===== config.mk =====
export PLATFORM = sky130hd
export DESIGN_NAME = pipe_lsu
export DESIGN_NICKNAME = d
export VERILOG_FILES = /design/src/rtl/lsu_pkg.sv /design/src/rtl/lsu_lane_align.sv /design/src/rtl/pipe_lsu.sv
export SDC_FILE = /design/constraint.sdc
export NUM_CORES = 1
export LEC_CHECK = 0
export ABC_AREA = 0
export CORE_MARGIN = 5
export CORE_UTILIZATION = 40
export DETAILED_ROUTE_END_ITERATION = 8
export GPL_TIMING_DRIVEN = 0
export PLACE_DENSITY = 0.79
export SLEW_MARGIN = 25
export SYNTH_ARGS = -nofsm -noshare
export SYNTH_HDL_FRONTEND = slang
export SYNTH_SLANG_ARGS = --single-unit

===== constraint.sdc =====
create_clock -name clk -period 2.1 [get_ports clk]
set_input_delay 0.21 -clock clk [delete_from_list [all_inputs] [get_ports clk]]
set_output_delay 0.21 -clock clk [all_outputs]
set_load 0.005 [all_outputs]

===== src/rtl/lsu_pkg.sv =====
// Shared types, funct3/error encodings and size helpers for the pipe_lsu
// load/store unit.
package lsu_pkg;

    typedef enum logic [1:0] {
        ST_IDLE,
        ST_ACCESS,
        ST_RESP
    } lsu_state_t;

    localparam logic [2:0] F3_B  = 3'b000;
    localparam logic [2:0] F3_H  = 3'b001;
    localparam logic [2:0] F3_W  = 3'b010;
    localparam logic [2:0] F3_D  = 3'b011;
    localparam logic [2:0] F3_BU = 3'b100;
    localparam logic [2:0] F3_HU = 3'b101;
    localparam logic [2:0] F3_WU = 3'b110;

    localparam logic [1:0] ERR_NONE     = 2'b00;
    localparam logic [1:0] ERR_MISALIGN = 2'b01;
    localparam logic [1:0] ERR_TIMEOUT  = 2'b10;
    localparam logic [1:0] ERR_ILLEGAL  = 2'b11;

    // funct3[1:0] encodes log2 of the access size in bytes
    function automatic logic [7:0] size_mask(input logic [2:0] funct3);
        case (funct3[1:0])
            2'b00:   return 8'h01;
            2'b01:   return 8'h03;
            2'b10:   return 8'h0F;
            default: return 8'hFF;
        endcase
    endfunction

    function automatic logic [2:0] align_mask(input logic [2:0] funct3);
        case (funct3[1:0])
            2'b00:   return 3'd0;
            2'b01:   return 3'd1;
            2'b10:   return 3'd3;
            default: return 3'd7;
        endcase
    endfunction

    function automatic logic funct3_legal(input logic [2:0] funct3,
                                          input logic       we,
                                          input logic       wide);
        case (funct3)
            F3_B, F3_H, F3_W: return 1'b1;
            F3_D:             return wide;
            F3_BU, F3_HU:     return !we;
            F3_WU:            return !we && wide;
            default:          return 1'b0;
        endcase
    endfunction

endpackage


===== src/rtl/lsu_lane_align.sv =====
// Combinational lane steering: store data replication and byte enables,
// load lane selection with sign/zero extension.
module lsu_lane_align
    import lsu_pkg::*;
#(
    parameter int DATA_WIDTH = 32
) (
    input  logic [2:0]                    funct3,
    input  logic [$clog2(DATA_WIDTH/8)-1:0] offset,
    input  logic [DATA_WIDTH-1:0]         wdata,
    input  logic [DATA_WIDTH-1:0]         rdata,
    output logic [DATA_WIDTH-1:0]         wdata_rep,
    output logic [DATA_WIDTH/8-1:0]       be,
    output logic [DATA_WIDTH-1:0]         rdata_ext
);

    localparam int NB = DATA_WIDTH / 8;

    logic [DATA_WIDTH-1:0] shifted;

    always_comb begin
        wdata_rep = '0;
        for (int i = 0; i < NB; i++) begin
            case (funct3[1:0])
                2'b00:   wdata_rep[i*8 +: 8] = wdata[7:0];
                2'b01:   wdata_rep[i*8 +: 8] = wdata[(i % 2)*8 +: 8];
                2'b10:   wdata_rep[i*8 +: 8] = wdata[(i % 4)*8 +: 8];
                default: wdata_rep[i*8 +: 8] = wdata[i*8 +: 8];
            endcase
        end
    end

    assign be = NB'(NB'(size_mask(funct3)) << offset);

    // Move the addressed lane down to bit 0 before extending
    assign shifted = rdata >> {offset, 3'b000};

    always_comb begin
        rdata_ext = shifted;
        case (funct3)
            F3_B:    rdata_ext = DATA_WIDTH'($signed(shifted[7:0]));
            F3_H:    rdata_ext = DATA_WIDTH'($signed(shifted[15:0]));
            F3_W:    rdata_ext = DATA_WIDTH'($signed(shifted[31:0]));
            F3_BU:   rdata_ext = DATA_WIDTH'(shifted[7:0]);
            F3_HU:   rdata_ext = DATA_WIDTH'(shifted[15:0]);
            F3_WU:   rdata_ext = DATA_WIDTH'(shifted[31:0]);
            default: rdata_ext = shifted;
        endcase
    end

endmodule


===== src/rtl/pipe_lsu.sv =====
// MEM-stage load/store unit: turns a pipeline memory request into a
// req/ack bus transaction, stalling the pipeline until it completes.
module pipe_lsu
    import lsu_pkg::*;
#(
    parameter int DATA_WIDTH = 32,
    parameter int ADDR_WIDTH = 32,
    parameter int WAIT_MAX   = 15
) (
    input  logic                    clk,
    input  logic                    reset,
    input  logic                    req_valid,
    input  logic                    req_we,
    input  logic [2:0]              req_funct3,
    input  logic [ADDR_WIDTH-1:0]   req_addr,
    input  logic [DATA_WIDTH-1:0]   req_wdata,
    output logic                    stall_o,
    output logic                    rsp_valid,
    output logic                    rsp_load,
    output logic [DATA_WIDTH-1:0]   rsp_rdata,
    output logic [1:0]              err_code,
    output logic                    bus_req,
    output logic                    bus_we,
    output logic [ADDR_WIDTH-1:0]   bus_addr,
    output logic [DATA_WIDTH-1:0]   bus_wdata,
    output logic [DATA_WIDTH/8-1:0] bus_be,
    input  logic                    bus_ack,
    input  logic [DATA_WIDTH-1:0]   bus_rdata
);

    localparam int NB  = DATA_WIDTH / 8;
    localparam int OFF = $clog2(NB);
    localparam logic       WIDE      = (DATA_WIDTH == 64);
    localparam logic [7:0] WAIT_LAST = 8'(WAIT_MAX - 1);
    localparam logic [ADDR_WIDTH-1:0] OFF_MASK = ADDR_WIDTH'(NB - 1);

    lsu_state_t state, state_next;

    logic [7:0]            wait_cnt;
    logic [2:0]            cur_funct3;
    logic [OFF-1:0]        cur_offset;
    logic                  legal, misaligned;
    logic [2:0]            align_funct3;
    logic [OFF-1:0]        align_offset;
    logic [DATA_WIDTH-1:0] wdata_rep, rdata_ext;
    logic [NB-1:0]         store_be;

    assign legal      = funct3_legal(req_funct3, req_we, WIDE);
    assign misaligned = |(3'(req_addr[OFF-1:0]) & align_mask(req_funct3));

    // Store steering uses the incoming request; load extension uses the latched one
    assign align_funct3 = (state == ST_IDLE) ? req_funct3 : cur_funct3;
    assign align_offset = (state == ST_IDLE) ? req_addr[OFF-1:0] : cur_offset;

    lsu_lane_align #(.DATA_WIDTH(DATA_WIDTH)) u_align (
        .funct3    (align_funct3),
        .offset    (align_offset),
        .wdata     (req_wdata),
        .rdata     (bus_rdata),
        .wdata_rep (wdata_rep),
        .be        (store_be),
        .rdata_ext (rdata_ext)
    );

    always_ff @(posedge clk) begin
        if (!reset) state <= ST_IDLE;
        else        state <= state_next;
    end

    always_comb begin
        state_next = state;
        stall_o    = 1'b0;
        case (state)
            ST_IDLE: begin
                stall_o = req_valid;
                if (req_valid) state_next = (legal && !misaligned) ? ST_ACCESS : ST_RESP;
            end
            ST_ACCESS: begin
                stall_o = 1'b1;
                if (bus_ack || wait_cnt == WAIT_LAST) state_next = ST_RESP;
            end
            ST_RESP:  state_next = ST_IDLE;
            default:  state_next = ST_IDLE;
        endcase
    end

    always_ff @(posedge clk) begin
        if (!reset) begin
            wait_cnt   <= '0;
            cur_funct3 <= '0;
            cur_offset <= '0;
            rsp_valid  <= 1'b0;
            rsp_load   <= 1'b0;
            rsp_rdata  <= '0;
            err_code   <= ERR_NONE;
            bus_req    <= 1'b0;
            bus_we     <= 1'b0;
            bus_addr   <= '0;
            bus_wdata  <= '0;
            bus_be     <= '0;
        end else begin
            rsp_valid <= 1'b0;
            case (state)
                ST_IDLE: begin
                    wait_cnt <= '0;
                    if (req_valid) begin
                        cur_funct3 <= req_funct3;
                        cur_offset <= req_addr[OFF-1:0];
                        rsp_load   <= !req_we;
                        if (legal && !misaligned) begin
                            bus_req   <= 1'b1;
                            bus_we    <= req_we;
                            bus_addr  <= req_addr & ~OFF_MASK;
                            bus_wdata <= req_we ? wdata_rep : '0;
                            bus_be    <= req_we ? store_be : '1;
                        end else begin
                            rsp_valid <= 1'b1;
                            rsp_rdata <= '0;
                            err_code  <= legal ? ERR_MISALIGN : ERR_ILLEGAL;
                        end
                    end
                end
                ST_ACCESS: begin
                    wait_cnt <= wait_cnt + 8'd1;
                    // An ack on the final wait cycle takes priority over timeout
                    if (bus_ack) begin
                        bus_req   <= 1'b0;
                        rsp_valid <= 1'b1;
                        rsp_rdata <= bus_we ? '0 : rdata_ext;
                        err_code  <= ERR_NONE;
                    end else if (wait_cnt == WAIT_LAST) begin
                        bus_req   <= 1'b0;
                        rsp_valid <= 1'b1;
                        rsp_rdata <= '0;
                        err_code  <= ERR_TIMEOUT;
                    end
                end
                default: ;
            endcase
        end
    end

endmodule


After elaboration in Yosys (flattened, before gate mapping)
Cells that the tools add are included.

Bits in registers: 119. Output and inout port bits: 107.

Add/subtract/negate cells: 1. Equal/unequal tests: 18. Shift-type cells: 2. Multiplexer cells: 39. Bitwise logic cells: 1. Reduce and logical (&&, ||, !) cells: 19.

Operators with widths (number): two-way mux 32 bit (6); one-hot mux 32 bit (4 select lines) (1); one-hot mux 32 bit (2 select lines) (1); one-hot mux 8 bit (2 select lines) (2); right shift 32 x 5 -> 32 bit (1); two-way mux 2 bit (9); two-way mux 8 bit (2); == test 3 bit (second input constant) (4); one-hot mux 4 bit (3 select lines) (1); one-hot mux 3 bit (3 select lines) (1); adder 8 x 1 -> 8 bit (second input constant) (1); == test 8 x 4 -> 1 bit (second input constant) (1); two-way mux 1 bit (8); one-hot mux 1 bit (2 select lines) (4); one-hot mux 2 bit (2 select lines) (2); AND reduction 4 bit (2); == test 2 x 1 -> 1 bit (second input constant) (3); == test 3 x 1 -> 1 bit (second input constant) (2); zero test 2 bit (3); zero test 3 bit (2); != test 2 bit (second input constant) (3); OR reduction 3 bit (2); == test 2 bit (second input constant) (2); two-way mux 4 bit (1); other kinds (13) (16).

Longest topological paths before layout
Gate-level depths: netlist of the first run.

Depth in word-level cells: 9. Mapped depth: 9.

Cells and area by module
From an unflattened synthesis of the first run, not the netlist that was laid out.

Cell total of the unflattened synthesis: 665. Area, all modules: 5720.5 um2.

By module, submodules not included: pipe_lsu (times used 1, cells each 486, area an instance 4425.5 um2, seq. area each 2382.3 um2); lsu_lane_align (times used 1, cells each 179, area an instance 1295.0 um2, seq. area each 0.0 um2).

Worst setup path after synthesis of the first run
Ideal clock, no wire load.

Kind: flip-flop to flip-flop. Start: register state[0]. End: register rsp_rdata[23]. Library setup time: 0.122 ns. Data arrival time: 1.951 ns. Setup slack: 0.027 ns. Stages on the path, launching flop included: 8. Clock period less this slack: 2.073 ns. Cell sequence: dfxtp_1 nor2_4 a21o_1 mux2_4 a2bb2oi_1 o2111a_2 buf_6 a221o_1.

Cells in the longest elaborated chain, start to end: 7. Elaborated cells on any way between the ends: 18. Those cells by class: eq/ne: 7; shift: 1; mux: 6; reduce/logical: 4.

Ends and longest elaborated chain: from (decl) (line pipe_lsu.sv:37) `lsu_state_t state, state_next;`; from (signal assigned) (line pipe_lsu.sv:67) `else state <= state_next;`; zero test 2 bit (line pipe_lsu.sv:52, pipe_lsu.sv:53, pipe_lsu.sv:103); two-way mux 2 bit or two-way mux 3 bit (tied branches) (line pipe_lsu.sv:53, pipe_lsu.sv:52); right shift 32 x 5 -> 32 bit, or another cell as far along (line lsu_lane_align.sv:36) `assign shifted = rdata >> {offset, 3'b000};`; one-hot mux 32 bit (4 select lines) (line lsu_lane_align.sv:40) `case (funct3)`; two-way mux 32 bit (line pipe_lsu.sv:129) `rsp_rdata <= bus_we ? '0 : rdata_ext;`; two-way mux 32 bit (line pipe_lsu.sv:126) `if (bus_ack) begin`; one-hot mux 32 bit (2 select lines) (line pipe_lsu.sv:103) `case (state)`; to (signal assigned) (line pipe_lsu.sv:129); to (decl) (line pipe_lsu.sv:20) `output logic [DATA_WIDTH-1:0] rsp_rdata,`.

Several ways; a longest one is shown, not always the timed one. A chain may end at the register's enable or synchronous reset.

Worst setup path after layout of the first run
Start: register state[1]. End: register rsp_rdata[28].

Same word-level chain as after synthesis.

==> metrics.txt, run 1 <==
setup TNS 0 ns; fill cell count 1,059; top-area cell type share of the netlist area 44.64%; outcome finished, final reports clean; routability cong. 0.8937; synthesis-to-finish area growth 59.79%; Root Driver clkbuf_16; largest net degree at the start of global routing 17; most frequent cells in the layout clkdlybuf4s50_1 (206), dfxtp_1 (117), nand2_1 (109); critical path's slowest cell dfxtp_4; Tcrit/Tclk final 98.35%; Antenna diodes 0; total CTS buffers 17; Critical R2R Launch state[1]; DR iter-0 viols 411; CP startpoint kind flip-flop; first-pass GRT wire length 29.86 mm; ranking of synthesized cells by area dfxtp_1 (45%), nand2_1 (7.8%), a21boi_0 (7.7%); ratio of cells with drive above 1 in the final layout 14.23%; vias in the first global route 5,699; Post-DP HPWL 14.01 mm; maximum clock insertion buffer count 2; #FFs+latches synth 119; Post-Syn Instances 582; Pleak 0.003230 uW; DP Cell Count 966; Critical Path End Type flip-flop; Slew headroom 62.40%; Max-Cap Viols 0; Fin. Hold Viols 0; DRC viols 0; Critical Path AT 2.36 ns; sequential area share after synthesis 44.64%; RSZ-0062 raised after global routing true; leading area contributor after synthesis dfxtp_1; EDFF count, synth 0; worst-path cell chain o21a_4 -> a21o_4 -> mux2_4 -> a2bb2oi_2 -> o2111a_2 -> buf_6 -> a221o_1; Reg2Reg Depth 7; sw power 1588 uW; average cell area after synthesis 9.169 um2; clock-pin slew on the worst setup and hold paths 0.06 ns; Hold Path Stages 3; Post-DP Area 7632 um2; core area 13,140 um2; commonest non-fill, non-tap cell in the layout clkdlybuf4s50_1; Final ANT Viol Nets 0; DIE AREA 15,750 um2; final-report setup violation count 0; clock skew 0.004111 ns; Post-Syn Area 5336 um2; Hold WC Path Type input port to flip-flop; Ys Warns 0; Fmax 484.2 MHz; grt ovf 0; I/O Buffers 207; Top FF cell, synth dfxtp_1; # IOs 211; CP Data Required Time 2.39 ns; Finished Cell Area 8527 um2; Layout Nets 929; Clock Power Share 46.6%; Peak VDD IR 517.6 uV; Finished Layout Cells 1,012; via count 5,444; hold path endpoint bus_addr[26]; Switching Fraction 24.22%; routed vias/inst 5.379; mean routed wirelength per cell 18.75 um; sequential share of power 36.5%; async set-reset flop share out of synthesis 0%; hold path start req_addr[26]; post-layout util 64.90%; Period minus WS final 2.065 ns; combinational share of power 17.0%; Die X 125.5 um; Routed WL 18.97 mm; crit-path max FO 10; DIE HEIGHT 125.5 um; # H-tree levels 4; crit-path max cell delay 0.36 ns; TritonCTS clock tree built; TritonCTS sink count 119; Max Slew Vio Count 0; Worst-Skew Late Latency 0.41 ns; Initial Util 40.62%; final hold slack 0.3552 ns; reg-to-reg endpoint rsp_rdata[28]; Power Dens Cells 769.0 nW/um2; floorplan row count 42; Yosys cell types 52; overall routing resource usage 23.63%; Int Power 4969 uW; initial antenna violation count 0; slack of the worst reg-to-reg path 0.03 ns; DR pass1 iterations 5; Crit Path Category flip-flop to flip-flop; Worst Tran Pin Value 0.5639 ns
[cells in the mapped netlist, drive strengths merged (4+ instances only)]
library cell    n
dfxtp         119
nand2         111
a21boi         55
mux2i          31
clkbuf         30
o21ai          26
mux2           25
nand3          25
a221o          24
nor2           23
buf            17
a21oi          14
nor2b           9
a22o            8
a32o            8
and2            8
a31oi           5
inv             4
o211ai          4
[cell families after synthesis]
group                    Yosys count  share of synthesized area [%]
flip-flops                       119                          44.64
multiplexers                      56                          11.40
XOR/XNOR                           6                         0.9849
adder cells (fa/ha/maj)            2                         0.4689
other                              1                        0.07027
AO/OA/AOI/OAI                    154                          21.92
buffers and inverters             51                          4.196
AND/OR/NAND/NOR                  193                          16.32
[sequential cells by signal, indices dropped and copies added, names as in the netlist, 2 cells and up]
register    flops
bus_wdata      32
cur_funct3      3
bus_addr       30
wait_cnt        8
bus_be          4
err_code        2
state           2
cur_offset      2
rsp_rdata      32
[power groups by stage]
stage / Clock (uW) / Combinational, uW / Sequential, uW
final: 3050 / 1110 / 2390
after global routing: 3200 / 1190 / 2400
after CTS: 3080 / 1080 / 2390
after detailed placement: 0 / 1010 / 2440
after global placement: 0 / 995 / 2430
after floorplan: 0 / 482 / 2440
[metal layers]
metal	wire length (um)	GRT usage, %	vias up
met5	0	0	-
met4	436	8.929	0
met3	1805	9.382	37
met2	9241	39.77	274
met1	7489	27.00	2573
li1	-	-	2560
[how the worst max path moves through the flow]
stage,end,startpoint
CTS,rsp_rdata[18],state[1]
floorplan,rsp_rdata[23],state[0]
detailed placement,bus_addr[29],req_funct3[1]
finish,rsp_rdata[28],state[1]
global placement,rsp_rdata[5],req_addr[0]
global route,rsp_rdata[9],wait_cnt[4]
[metrics by stage]
stage               power (uW)  worst slack (ns)
floorplan                 2917           0.02683
global placement          3426           -0.5208
detailed placement        3448           -0.5600
CTS                       6549          0.001077
global route              6788          -0.03591
finish                    6557           0.03471
[layout make-up]
class | instances | area (um2) | share of cell area, %
Tap cell | 176 | 220.2 | 2.583
Clock buffer | 23 | 467.9 | 5.488
Sequential cell | 119 | 2387 | 28.00
Inverter | 4 | 15.01 | 0.1761
Multi-Input combinational cell | 413 | 2848 | 33.40
Buffer | 46 | 241.5 | 2.832
Timing Repair Buffer | 222 | 2200 | 25.80
Clock inverter | 9 | 147.6 | 1.731
[critical path, delay by kind of cell, from the launching register on]
family / cells / cell delay (ns)
multiplexers: 1 / 0.31
flip-flops: 1 / 0.36
AO/OA/AOI/OAI: 5 / 1.13
buffers and inverters: 1 / 0.15
[timing repair]
action / 4_1_cts / 5_1_grt
pin swaps: 4 / 3
endpoints found under the setup margin: 98 / 40
resized for setup: 29 / 22
cloned: 0 / 0
buffers inserted: 10 / 5
hold buffers: 0 / 0
Note: power is estimated with default switching activity, not from simulation.
==> run 2, diff against run 1 <==
CORE_UTILIZATION = 35   (was 40)
PLACE_DENSITY = 0.7   (was 0.79)
==> run 2 against run 1 <==
Sequential share of layout area up 0.058 points. Largest cell class unchanged. Routed wire length fell by 1.8%. Critical path depth unchanged. Non-clock buffer count shrank 4. Critical endpoint is now rsp_rdata[23]. Global-route usage is 3.3 points lower. Cell count rose by 0.89%. Largest power group unchanged. Cell area shrank 0.21%. Combinational power is 4% lower. Critical path type unchanged.
==> metrics.txt, run 2 (synthesis gave the netlist of run 1 again) <==
Buf+Inv Stages, Crit Path 1; Worst-Skew Late Latency 0.42 ns; clock-pin slew on the worst setup and hold paths 0.06 ns; Finished Layout Cells 1,021; Pwr Total 6646 uW; Critical Path End Type flip-flop; Crit Path Category flip-flop to flip-flop; Slew headroom 59.35%; via count 5,243; DR pass1 iterations 4; TritonCTS clock tree built; initial antenna violation count 0; DP Cell Count 978; Pleak 0.003220 uW; Final ANT Viol Nets 0; Routed WL 18.63 mm; commonest non-fill, non-tap cell in the layout clkdlybuf4s50_1; Power Dens Cells 781.0 nW/um2; ratio of cells with drive above 1 in the final layout 14.65%; DR iter-0 viols 228; Fin. Hold Viols 0; grt ovf 0; crit-path max cell delay 0.37 ns; setup ws final 0.001875 ns; total CTS buffers 17; outcome finished, final reports clean; crit-path max FO 5; fill cell count 1,387; floorplan row count 45; CP startpoint kind flip-flop; pre-CTS setup slack -0.5694 ns; Tcrit/Tclk final 99.91%; RSZ-0062 raised after global routing true; Max Slew Vio Count 0; clock skew 0.007946 ns; vias in the first global route 5,185; Hold WC Path Type input port to flip-flop; DIE HEIGHT 133.5 um; critical path's slowest cell dfxtp_4; Critical path origin state[0]; worst-path cell chain o21a_1 -> a21o_4 -> mux2_4 -> a2bb2oi_2 -> o2111a_2 -> buf_6 -> a221o_1; Critical Path AT 2.40 ns; Finished Cell Area 8509 um2; Initial Util 35.36%; Largest delay share family, worst path compound AO/OA/AOI/OAI gates; Worst Tran Pin Value 0.6097 ns; CP Data Required Time 2.40 ns; Peak VDD IR 577.0 uV; final-report setup violation count 0; Period minus WS final 2.098 ns; post-layout util 56.39%; core area 15,090 um2; Layout Nets 926; Antenna diodes 0; Post-DP Area 7647 um2; hold path start req_addr[13]; Root Driver clkbuf_16; overall routing resource usage 20.31%; mean routed wirelength per cell 18.24 um; # IOs 211; Die X 133.5 um; Critical R2R Launch state[0]; Fmax 476.6 MHz; TritonCTS sink count 119; routed vias/inst 5.135; Post-DP HPWL 13.65 mm; most frequent cells in the layout clkdlybuf4s50_1 (207), dfxtp_1 (117), nand2_1 (109); slack of the worst reg-to-reg path 0.002 ns; # H-tree levels 4; routability cong. 0.8159; synthesis-to-finish area growth 59.46%; first-pass GRT wire length 28.48 mm; maximum clock insertion buffer count 2; DIE AREA 17,820 um2; largest net degree at the start of global routing 17; DRC viols 0; Max-Cap Viols 0; I/O Buffers 207; biggest regs bus_wdata: 32 flops, rsp_rdata: 32 flops, bus_addr: 30 flops
run 2: changes by cell type in the layout (fill, tap and decap cells not counted), moves of 2 or more:
cell,delta
a21oi_4,-2
buf_4,-2
clkinv_2,-2
clkbuf_1,-8
clkbuf_2,+4
clkinvlp_4,+3
clkbuf_8,+2
run 2: final timing paths:
path	end	depth (start not counted)
setup / recovery	rsp_rdata[23]	7
hold / removal	bus_addr[13]	3
setup reg to reg	rsp_rdata[23]	7
hold reg to reg	bus_wdata[2]	2
run 2: what timing repair did:
action	in CTS	in global routing
setup buffers	8	2
setup endpoints to repair	95	43
hold buffers	0	0
pin swaps	4	2
cloned	1	1
gates resized for setup	28	22
run 2: cell type report:
| class | count | area (um2) | share of cell area, % |
|---|---|---|---|
| timing repair buffer | 218 | 2166 | 25.45 |
| inverter | 4 | 15.01 | 0.1764 |
| buffer | 46 | 235.2 | 2.764 |
| sequential | 119 | 2387 | 28.05 |
| clock buffer | 21 | 480.5 | 5.646 |
| multi-input combinational | 414 | 2821 | 33.16 |
| clock inverter | 11 | 168.9 | 1.985 |
| tap | 188 | 235.2 | 2.764 |
run 2: per-layer routing:
| layer | up-vias | GRT usage (%) | routed length [um] |
|---|---|---|---|
| met5 | - | 0 | 0 |
| met4 | 0 | 6.000 | 293 |
| met3 | 26 | 7.477 | 1866 |
| met2 | 210 | 33.07 | 8548 |
| met1 | 2450 | 25.24 | 7917 |
| li1 | 2557 | - | - |
run 2: through the flow:
| step | hold WS [ns] | setup TNS (ns) |
|---|---|---|
| after floorplan | 0.3479 | 0 |
| final | 0.3487 | 0 |
| after global routing | 0.3393 | -0.7156 |
| after global placement | 0.4477 | -41.02 |
| after CTS | 0.3377 | 0 |
| after detailed placement | 0.4549 | -41.88 |
run 2: report_power, final:
part | internal (uW) | switching (uW) | total, uW
clock network | 2110 | 1080 | 3190
registers | 2340 | 49.1 | 2390
logic | 567 | 504 | 1070
run 2: worst register-to-register path: stages, from the launching register on:
cell and delay [ns]:
dfxtp_4 0.37, o21a_1 0.22, a21o_4 0.21, mux2_4 0.31
a2bb2oi_2 0.15, o2111a_2 0.32, buf_6 0.16, a221o_1 0.25
